[src/rtl/pwm_i2c_pkg.sv]
// Shared definitions for the I2C-addressable multi-channel PWM peripheral:
// frontend bus bit positions and the bus-side FSM encoding.
package pwm_i2c_pkg;

  // i2c_interface_rx field positions
  localparam int unsigned RX_ADDR_LSB = 0;
  localparam int unsigned RX_RW       = 7;
  localparam int unsigned RX_DATA_LSB = 8;
  localparam int unsigned RX_START    = 16;
  localparam int unsigned RX_STOP     = 17;
  localparam int unsigned RX_ADDR_STB = 18;
  localparam int unsigned RX_WR_STB   = 19;
  localparam int unsigned RX_RD_STB   = 20;

  // i2c_interface_tx field positions
  localparam int unsigned TX_ACK  = 0;
  localparam int unsigned TX_DATA = 1;

  typedef enum logic [2:0] {
    StIdle,
    StAddr,
    StPointer,
    StData,
    StRead,
    StIgnore
  } state_e;

endpackage

[src/rtl/pwm_counter_core.sv]
// PWM timebase: a clock prescaler feeding a free-running WIDTH-bit counter, with a
// one-cycle pulse on the tick where the counter wraps back to zero.
module pwm_counter_core #(
  parameter int unsigned WIDTH    = 8,
  parameter int unsigned PRESCALE = 1
) (
  input  logic             clk_i,
  input  logic             rst_ni,
  output logic [WIDTH-1:0] cnt_o,
  output logic             period_wrap_o
);

  localparam int unsigned PreW = (PRESCALE > 1) ? $clog2(PRESCALE) : 1;
  localparam logic [PreW-1:0] PreLast = PreW'(PRESCALE - 1);

  logic [PreW-1:0]  pre_q, pre_d;
  logic [WIDTH-1:0] cnt_q, cnt_d;
  logic             tick;

  always_comb begin
    tick  = (pre_q == PreLast);
    pre_d = tick ? '0 : pre_q + 1'b1;
    cnt_d = tick ? cnt_q + 1'b1 : cnt_q;
  end

  always_ff @(posedge clk_i or negedge rst_ni) begin
    if (!rst_ni) begin
      pre_q <= '0;
      cnt_q <= '0;
    end else begin
      pre_q <= pre_d;
      cnt_q <= cnt_d;
    end
  end

  assign cnt_o         = cnt_q;
  assign period_wrap_o = tick && (cnt_q == '1);

endmodule

[src/rtl/pwm_i2c_multi.sv]
// Multi-channel PWM peripheral on the shared I2C frontend bus: register pointer with
// auto-increment, shadow duty registers read back over I2C, period-aligned duty updates.
module pwm_i2c_multi
  import pwm_i2c_pkg::*;
#(
  parameter logic [6:0]  ADDR     = 7'h21,
  parameter int unsigned CHANNELS = 4,
  parameter int unsigned WIDTH    = 8,
  parameter int unsigned PRESCALE = 1
) (
  input  logic                clk,
  input  logic                reset,
  output logic [1:0]          i2c_interface_tx,
  input  logic [20:0]         i2c_interface_rx,
  output logic [CHANNELS-1:0] pwm_out
);

  localparam int unsigned PtrW = (CHANNELS > 1) ? $clog2(CHANNELS) : 1;
  localparam logic [PtrW-1:0] PtrLast = PtrW'(CHANNELS - 1);

  logic [6:0] rx_addr;
  logic [7:0] rx_byte;
  logic       rx_rw, start_stb, stop_stb, addr_stb, wr_stb, rd_stb;

  assign rx_addr   = i2c_interface_rx[RX_ADDR_LSB +: 7];
  assign rx_rw     = i2c_interface_rx[RX_RW];
  assign rx_byte   = i2c_interface_rx[RX_DATA_LSB +: 8];
  assign start_stb = i2c_interface_rx[RX_START];
  assign stop_stb  = i2c_interface_rx[RX_STOP];
  assign addr_stb  = i2c_interface_rx[RX_ADDR_STB];
  assign wr_stb    = i2c_interface_rx[RX_WR_STB];
  assign rd_stb    = i2c_interface_rx[RX_RD_STB];

  state_e          state_q, state_d;
  logic [PtrW-1:0] ptr_q, ptr_d, ptr_next;
  logic [7:0]      shift_q, shift_d;
  logic [2:0]      bit_cnt_q, bit_cnt_d;
  logic            ack_q, ack_d;
  logic            rd_bit_q, rd_bit_d;
  logic            wr_en;

  logic [WIDTH-1:0] shadow_q [CHANNELS];
  logic [WIDTH-1:0] active_q [CHANNELS];

  logic [WIDTH-1:0]    cnt;
  logic                period_wrap;
  logic [CHANNELS-1:0] pwm_q, pwm_d;

  always_comb begin
    state_d   = state_q;
    ptr_d     = ptr_q;
    shift_d   = shift_q;
    bit_cnt_d = bit_cnt_q;
    ack_d     = 1'b0;
    rd_bit_d  = rd_bit_q;
    wr_en     = 1'b0;
    ptr_next  = (ptr_q == PtrLast) ? '0 : ptr_q + 1'b1;

    // Start outranks stop so a coincident pair still opens a new transaction.
    if (start_stb) begin
      state_d = StAddr;
    end else if (stop_stb) begin
      state_d = StIdle;
    end else begin
      unique case (state_q)
        StIdle: ;
        StAddr: begin
          if (addr_stb) begin
            if (rx_addr == ADDR) begin
              ack_d     = 1'b1;
              bit_cnt_d = '0;
              if (rx_rw) begin
                state_d = StRead;
                shift_d = 8'(shadow_q[ptr_q]);
              end else begin
                state_d = StPointer;
              end
            end else begin
              state_d = StIgnore;
            end
          end
        end
        StPointer: begin
          if (wr_stb) begin
            if (32'(rx_byte) < CHANNELS) begin
              ptr_d   = PtrW'(rx_byte);
              ack_d   = 1'b1;
              state_d = StData;
            end else begin
              state_d = StIgnore;
            end
          end
        end
        StData: begin
          if (wr_stb) begin
            wr_en = 1'b1;
            ack_d = 1'b1;
            ptr_d = ptr_next;
          end
        end
        StRead: begin
          if (rd_stb) begin
            rd_bit_d  = shift_q[7];
            shift_d   = {shift_q[6:0], 1'b0};
            bit_cnt_d = bit_cnt_q + 3'd1;
            if (bit_cnt_q == 3'd7) begin
              ptr_d   = ptr_next;
              shift_d = 8'(shadow_q[ptr_next]);
            end
          end
        end
        StIgnore: ;
        default: state_d = StIdle;
      endcase
    end

    // Read data is only ever driven while this block owns a read transfer.
    if (state_d != StRead) rd_bit_d = 1'b0;
  end

  always_ff @(posedge clk or negedge reset) begin
    if (!reset) begin
      state_q   <= StIdle;
      ptr_q     <= '0;
      shift_q   <= '0;
      bit_cnt_q <= '0;
      ack_q     <= 1'b0;
      rd_bit_q  <= 1'b0;
    end else begin
      state_q   <= state_d;
      ptr_q     <= ptr_d;
      shift_q   <= shift_d;
      bit_cnt_q <= bit_cnt_d;
      ack_q     <= ack_d;
      rd_bit_q  <= rd_bit_d;
    end
  end

  pwm_counter_core #(
    .WIDTH   (WIDTH),
    .PRESCALE(PRESCALE)
  ) u_counter (
    .clk_i        (clk),
    .rst_ni       (reset),
    .cnt_o        (cnt),
    .period_wrap_o(period_wrap)
  );

  // Active duties only change on the wrap tick, so a coincident write lands next period.
  always_ff @(posedge clk or negedge reset) begin
    if (!reset) begin
      for (int unsigned n = 0; n < CHANNELS; n++) begin
        shadow_q[n] <= '0;
        active_q[n] <= '0;
      end
    end else begin
      if (wr_en) shadow_q[ptr_q] <= rx_byte[WIDTH-1:0];
      if (period_wrap) begin
        for (int unsigned n = 0; n < CHANNELS; n++) active_q[n] <= shadow_q[n];
      end
    end
  end

  always_comb begin
    pwm_d = '0;
    for (int unsigned n = 0; n < CHANNELS; n++) pwm_d[n] = (cnt < active_q[n]);
  end

  always_ff @(posedge clk or negedge reset) begin
    if (!reset) pwm_q <= '0;
    else        pwm_q <= pwm_d;
  end

  assign pwm_out                   = pwm_q;
  assign i2c_interface_tx[TX_ACK]  = ack_q;
  assign i2c_interface_tx[TX_DATA] = rd_bit_q;

endmodule

[config.mk]
export PLATFORM = sky130hd
export DESIGN_NAME = pwm_i2c_multi
export DESIGN_NICKNAME = d
export VERILOG_FILES = /design/src/rtl/pwm_i2c_pkg.sv /design/src/rtl/pwm_counter_core.sv /design/src/rtl/pwm_i2c_multi.sv
export SDC_FILE = /design/constraint.sdc
export NUM_CORES = 1
export LEC_CHECK = 0
export CAP_MARGIN = 5
export CORE_MARGIN = 2
export CORE_UTILIZATION = 40
export DETAILED_ROUTE_END_ITERATION = 8
export SYNTH_ARGS = -nofsm -noshare
export SYNTH_HDL_FRONTEND = slang
export SYNTH_SLANG_ARGS = --single-unit
[constraint.sdc]
create_clock -name clk -period 1.9 [get_ports clk]
set_input_delay 0.19 -clock clk [delete_from_list [all_inputs] [get_ports clk]]
set_output_delay 0.19 -clock clk [all_outputs]
set_load 0.02 [all_outputs]
==> flow_metrics.py, run 1 <==
metrics = {
    "run_status": {
        "status": "finished, final reports clean",
    },
    "global_routing": {
        "first_global_vias": 3552,
        "overflow": 0,
        "grt_pass1_wl_um": 18600,
        "grt_usage": 0.182,
        "grt_max_degree": 39,
        "antenna_found_initial": 0,
    },
    "cts": {
        "htreeDepth": 3,
        "cts_tree": "done",
        "cts.path.max_buffers": 2,
        "cts_made_buffers": 9,
        "clock_latency_ns": 0.35,
        "cts_root_buffer": "clkbuf_16",
        "clock_sinks": 94,
        "path_clk_slew_ns": 0.07,
    },
    "critical_path": {
        "r2r_cells": 6,
        "crit_family": "multiplexers",
        "cp.buffers_inverters": 1,
        "startpoint_type": "flop",
        "critPathMaxFanout": 5,
        "endpoint_kind": "flop",
        "cp.arrival_ns": 2.07,
        "cp_data_required_time_ns": 2.12,
        "cp.depth": 6,
        "path_class": "flop to flop",
        "cpPeakStageDelay_ns": 0.52,
        "cp_cell_sequence": "ha_2 > nor2_4 > buf_4 > mux4_2 > a21oi_2 > o31ai_2",
        "cp_slowest_cell": "mux4_2",
    },
    "synth": {
        "synthArstFlopShare": 1.00,
        "synth_edf_count": 0,
        "synth_fp_nets": 482,
        "yosysSeqAreaShare": 0.459,
        "ys_types": 49,
        "mappedNetlistArea_mm2": 0.00512,
        "syn_inst": 424,
        "ys_dominant_reg_cell": "dfrtp_1",
        "ys_ff_latch": 94,
        "yosysWarnings": 0,
        "syn_avg_cell_area_um2": 12.1,
    },
    "sta": {
        "fmax_mhz": 540,
        "clock_skew_ns": 0.00809,
        "worstMarginPinSlew_ns": 0.602,
        "slew_headroom": 0.588,
        "report.final.slew_viol_count": 0,
        "setup_viol_count_final": 0,
        "fin_crit_ns": 1.85,
        "setup_ws_ns": 0.0487,
        "finalCritPeriodShare": 0.974,
        "tns_ns": 0,
        "rsz0062_at_grt": "true",
        "hold_viol_final": 0,
        "hold_ws_ns": 0.243,
    },
    "drt": {
        "avgRoutedWirePerCell_um": 17.3,
        "via_count": 3477,
        "wl_um": 11500,
        "antenna_left": 0,
        "first_pass_iters": 4,
        "vias_per_cell": 5.22,
        "drcViolationCount": 0,
        "drt-initial-drc-count": 190,
    },
    "cells_and_area": {
        "drive_gt1_frac": 0.320,
        "nFillCells": 1127,
        "finalNetCount": 547,
        "syn_to_final_growth_pct": 20.8,
        "layout.cells.non_filler": 666,
        "n_antenna_cell": 0,
    },
    "floorplan": {
        "coreArea_mm2": 0.0126,
        "fp.dieH_um": 117,
        "io_pins": 29,
        "initial_core_util": 0.407,
        "die-area_mm2": 0.0137,
        "chipWidth_um": 117,
        "rows": 41,
    },
    "placed_design": {
        "placed_cells": 646,
        "routabilityCongestion": 0.855,
        "place_ws_ns": -0.141,
        "dp_hpwl_um": 8580,
        "port-buffer-count": 28,
    },
    "power": {
        "powerDensity_mw_per_mm2": 647,
        "ir_worst_vdd_mv": 0.350,
        "leakagePower_nw": 2.82,
        "p_total_mw": 4.00,
    },
    "worst_hold_path": {
        "worstHoldPathType": "input port to async pin",
    },
    "job": {
        "cap_violations": 0,
    },
}
## layer usage
metal  wire length (um)  GRT usage  vias up
met4                182     0.0627        0
met3                357     0.0355       13
met5                  0          0        -
li1                   -          -     1663
met1               5510      0.253     1752
met2               5480      0.284       49
## per-stage QoR
step / util / cell area [um2]
finish: 0.492 / 6190
global route: 0.492 / 6190
CTS: 0.487 / 6120
detailed placement: 0.462 / 5810
global placement: 0.462 / 5810
floorplan: - / 5120
## power by group
group          switching [mW]  total, mW  internal [mW]  leakage [nW]
sequential             0.0116       2.03           2.02          1.26
combinational           0.107      0.203         0.0968          1.41
clock                   0.851       1.77          0.918         0.143
total                   0.969       4.00           3.03          2.82
## layout by cell type, fill, tap and decap left out, types with 3 or more instances in the layout
master,n
clkinv_4,3
a21oi_1,4
o22ai_1,4
xnor2_1,5
clkbuf_16,9
inv_1,42
a21boi_0,5
mux2i_1,17
o21ai_0,24
nand2_4,4
a31oi_1,4
a22oi_1,4
inv_6,3
buf_4,37
nor2_1,11
ha_1,32
mux2_2,62
o21a_1,8
dfrtp_2,4
mux2_1,3
clkdlybuf4s50_1,27
nand2_1,22
mux4_2,10
nand3_1,7
and3_1,3
a31o_2,4
dfrtp_1,90
## flip-flops by register name, summed over array words and instances (netlist names)
| name | count |
|---|---|
| active_q | 32 |
| shadow_q | 32 |
| shift_q | 8 |
| u_counter.cnt_o | 8 |
| pwm_out | 4 |
| bit_cnt_q | 3 |
| state_q | 3 |
| ptr_q | 2 |
| ack_q | 1 |
| rd_bit_q | 1 |
## area by class of cell
| cell class | count | area (um2) | share of cell area |
|---|---|---|---|
| Inverter | 42 | 158 | 0.0255 |
| Sequential cell | 94 | 2360 | 0.381 |
| Timing Repair Buffer | 68 | 609 | 0.0985 |
| Clock buffer | 9 | 225 | 0.0364 |
| Multi-Input combinational cell | 274 | 2560 | 0.413 |
| Tap cell | 172 | 215 | 0.0348 |
| Clock inverter | 7 | 63.8 | 0.0103 |
## cell usage after synthesis (2+ instances only)
| cell type | instances | share of area |
|---|---|---|
| a2111oi_0 | 5 | 0.0086 |
| a211oi_1 | 2 | 0.0029 |
| a21boi_0 | 5 | 0.0073 |
| a21o_1 | 2 | 0.0029 |
| a21oi_1 | 5 | 0.0049 |
| a22oi_1 | 4 | 0.0059 |
| a31o_2 | 4 | 0.0068 |
| a31oi_1 | 4 | 0.0049 |
| and3_1 | 5 | 0.0061 |
| buf_2 | 3 | 0.0029 |
| buf_4 | 4 | 0.0059 |
| buf_6 | 4 | 0.0088 |
| clkbuf_1 | 3 | 0.0022 |
| dfrtp_1 | 94 | 0.46 |
| ha_1 | 35 | 0.086 |
| inv_1 | 42 | 0.031 |
| mux2_1 | 3 | 0.0066 |
| mux2_2 | 62 | 0.14 |
| mux2i_1 | 17 | 0.033 |
| mux4_2 | 10 | 0.044 |
| nand2_1 | 22 | 0.016 |
| nand2_4 | 4 | 0.0088 |
| nand3_1 | 7 | 0.0068 |
| nand3b_1 | 2 | 0.0029 |
| nor2_1 | 11 | 0.0081 |
| nor2b_1 | 2 | 0.0024 |
| nor3b_1 | 2 | 0.0029 |
| nor4_1 | 2 | 0.0024 |
| o21a_1 | 8 | 0.012 |
| o21ai_0 | 24 | 0.023 |
| o22ai_1 | 5 | 0.0061 |
| xnor2_1 | 5 | 0.0086 |
## worst reg2reg max path: stages (launching register included)
cell	delay, ns
dfrtp_1	0.41
ha_2	0.23
nor2_4	0.15
buf_4	0.17
mux4_2	0.52
a21oi_2	0.16
o31ai_2	0.07
## worst paths after layout
check                                        from                            to  slack [ns]
setup / recovery             ptr_q[0]$_DFFE_PN0P_        shift_q[6]$_DFFE_PN0P_        0.05
hold / removal                              reset       active_q[6]$_DFFE_PN0N_        0.24
setup reg to reg             ptr_q[0]$_DFFE_PN0P_        shift_q[6]$_DFFE_PN0P_        0.05
hold reg to reg            shift_q[6]$_DFFE_PN0P_        shift_q[6]$_DFFE_PN0P_        0.49
max in group asynchronous                   reset  u_counter.cnt_o[5]$_DFF_PN0_        1.08
min in group clk             i2c_interface_rx[16]          state_q[0]$_DFF_PN0_        0.47
## cells by family (layout without fill, tap and decap cells)
group | Yosys count | in the layout | synth area share
xor gates and xnor gates | 6 | 6 | 0.0103
AOI/OAI and AO/OA | 74 | 74 | 0.0985
and+or+nand+nor | 67 | 67 | 0.0757
muxes | 92 | 92 | 0.220
DFF | 94 | 94 | 0.459
buffers and inverters | 56 | 126 | 0.0506
adders and majority gates | 35 | 35 | 0.0855
## timing repair
| action | CTS | global route |
|---|---|---|
| resized for setup | 4 | 13 |
| hold buffers | 1 | 0 |
| setup buffers | 0 | 3 |
| hold endpoints to repair | 51 | 0 |
| endpoints found under the setup margin | 25 | 13 |
| pin swaps | 0 | 6 |
No activity file was read; power rests on OpenSTA's default activity.
==> inputs of run 2 (changes only) <==
Settings changed: CAP_MARGIN 5 to default.
==> results of run 2 <==
Final layout, timing and power as in run 1 (identical DEF).
==> inputs of run 3 (changes only) <==
Settings changed: RECOVER_POWER from default to 25.
==> run 3 against run 2 <==
Net effect: highest routed layer unchanged; largest power group unchanged; clock power about the same; first-iteration DRC count up 5.8%; die area unchanged; combinational power down 2%; final cell count unchanged; power about the same; critical endpoint unchanged; global-route usage unchanged.
==> flow_metrics.py, run 3 (synthesis results as in run 1) <==
metrics = {
    "sta": {
        "setup_viol_count_final": 0,
        "report.final.slew_viol_count": 0,
        "fin_crit_ns": 1.85,
        "rsz0062_at_grt": "true",
        "tns_ns": 0,
        "finalCritPeriodShare": 0.975,
        "hold_viol_final": 0,
        "slew_headroom": 0.430,
        "worstMarginPinSlew_ns": 0.856,
        "fmax_mhz": 540,
        "clock_skew_ns": 0.00809,
    },
    "run_status": {
        "status": "finished, final reports clean",
    },
    "critical_path": {
        "cp_slowest_cell": "mux4_2",
        "critPathMaxFanout": 5,
        "cp_data_required_time_ns": 2.12,
        "rr_startpoint": "ptr_q[0]$_DFFE_PN0P_",
        "rrSetupSlack_ns": 0.05,
        "startpoint_type": "flop",
        "r2r_cells": 6,
        "endpoint_kind": "flop",
        "cpPeakStageDelay_ns": 0.52,
        "r2r_end": "shift_q[6]$_DFFE_PN0P_",
        "cp.buffers_inverters": 1,
        "crit_family": "multiplexers",
        "cp.arrival_ns": 2.07,
        "cp_cell_sequence": "ha_2 > nor2_4 > buf_4 > mux4_2 > a21oi_2 > o31ai_2",
        "path_class": "flop to flop",
    },
    "cells_and_area": {
        "final_cell_mix": "90 x dfrtp_1, 62 x mux2_2, 42 x inv_1",
        "largestRegisters": "active_q x32, shadow_q x32",
        "final_common_cell": "dfrtp_1",
        "n_antenna_cell": 0,
        "nFillCells": 1131,
        "drive_gt1_frac": 0.318,
        "finalNetCount": 547,
        "post-route-util": 0.491,
        "syn_to_final_growth_pct": 20.5,
    },
    "job": {
        "cap_violations": 0,
    },
    "global_routing": {
        "grt_pass1_wl_um": 18600,
        "first_global_vias": 3552,
        "antenna_found_initial": 0,
        "grt_max_degree": 39,
        "overflow": 0,
        "grt_usage": 0.182,
    },
    "drt": {
        "via_count": 3476,
        "antenna_left": 0,
        "drt-initial-drc-count": 201,
        "dr_wl_met2_um": 5490,
        "first_pass_iters": 4,
        "drcViolationCount": 0,
        "avgRoutedWirePerCell_um": 17.3,
        "top_layer_used": "met4",
        "wl_met1_um": 5530,
        "wl_met3_um": 333,
        "wl_um": 11500,
        "vias_per_cell": 5.22,
    },
    "cts": {
        "cts_tree": "done",
        "htreeDepth": 3,
        "cts_root_buffer": "clkbuf_16",
        "path_clk_slew_ns": 0.07,
        "cts.path.max_buffers": 2,
        "clock_sinks": 94,
        "cts_made_buffers": 9,
        "clock_latency_ns": 0.35,
    },
    "power": {
        "p_sw_uw": 970,
        "p_int_mw": 3.03,
        "powerDensity_mw_per_mm2": 648,
        "leakagePower_nw": 2.81,
        "ir_worst_vdd_mv": 0.350,
        "p_seq_frac": 0.508,
        "switching_share": 0.242,
        "clkPwrFrac": 0.443,
        "p_comb_frac": 0.050,
    },
    "placed_design": {
        "dp_hpwl_um": 8580,
        "routabilityCongestion": 0.855,
        "port-buffer-count": 28,
    },
    "floorplan": {
        "die-area_mm2": 0.0137,
        "fp.dieH_um": 117,
        "io_pins": 29,
        "coreArea_mm2": 0.0126,
        "chipWidth_um": 117,
        "rows": 41,
        "initial_core_util": 0.407,
    },
    "worst_hold_path": {
        "worstHoldPathType": "input port to async pin",
    },
}
-- run 3: cell types whose count changed in the layout (fill, tap and decap cells not counted), sizes merged --
cell    before  now
clkbuf       9   11
buf         40   38
-- run 3: power by group through the flow --
stage | Combinational, mW | Sequential [mW] | Clock [mW]
finish | 0.199 | 2.03 | 1.77
global placement | 0.199 | 2.07 | 0
detailed placement | 0.202 | 2.07 | 0
global route | 0.222 | 2.03 | 1.90
floorplan | 0.0554 | 2.07 | 0
CTS | 0.205 | 2.03 | 1.81
-- run 3: cell type report --
class                           instances  area, um2  share of cell area
Multi-Input combinational cell        274       2560               0.415
Sequential cell                        94       2360               0.382
Tap cell                              172        215              0.0349
Clock buffer                            9        225              0.0365
Inverter                               42        158              0.0256
Timing Repair Buffer                   68        593              0.0961
Clock inverter                          7       63.8              0.0103
-- run 3: worst reg2reg max path: stages, from the launching register on --
cell and delay (ns):
dfrtp_1 0.41, ha_2 0.23, nor2_4 0.15, buf_4 0.17, mux4_2 0.52, a21oi_2 0.16, o31ai_2 0.07
-- run 3: worst max-delay path by stage --
| stage | start | end | slack [ns] | depth (start not counted) |
|---|---|---|---|---|
| 2_1_floorplan | ptr_q[0]$_DFFE_PN0P_ | shift_q[0]$_DFFE_PN0P_ | 0.01 | 6 |
| 3_3_place_gp | i2c_interface_rx[15] | ptr_q[1]$_DFFE_PN0P_ | -0.16 | 7 |
| 3_5_place_dp | u_counter.cnt_o[5]$_DFF_PN0_ | pwm_out[1]$_DFF_PN0_ | -0.14 | 5 |
| 4_1_cts | u_counter.cnt_o[5]$_DFF_PN0_ | pwm_out[2]$_DFF_PN0_ | 0.02 | 5 |
| 5_1_grt | ptr_q[0]$_DFFE_PN0P_ | shift_q[6]$_DFFE_PN0P_ | -0.008 | 6 |
| 6_report | ptr_q[0]$_DFFE_PN0P_ | shift_q[6]$_DFFE_PN0P_ | 0.05 | 6 |
-- run 3: per-stage QoR --
step                      power [mW]  setup WS [ns]  instances  hold WS [ns]  area (um2)
after floorplan                 2.12        0.00960        424        -0.106        5120
after global placement          2.27         -0.164        646        0.0639        5810
after detailed placement        2.27         -0.141        646        0.0648        5810
after CTS                       4.04         0.0173        663         0.233        6120
after global routing            4.16       -0.00784        666         0.485        6170
final                           4.00         0.0477        666         0.468        6170
-- run 3: timing repair --
action                                  4_1_cts  5_1_grt
buffers inserted                              0        3
hold buffers                                  1        0
endpoints found under the setup margin       25       13
gates resized for setup                       4       13
hold endpoints to repair                     51        0
pin swaps                                     0        6
-- run 3: routing by layer --
| layer | global-route usage | up-vias |
|---|---|---|
| li1 | - | 1662 |
| met1 | 0.253 | 1756 |
| met2 | 0.284 | 45 |
| met3 | 0.0355 | 13 |
| met4 | 0.0627 | 0 |
| met5 | 0 | - |
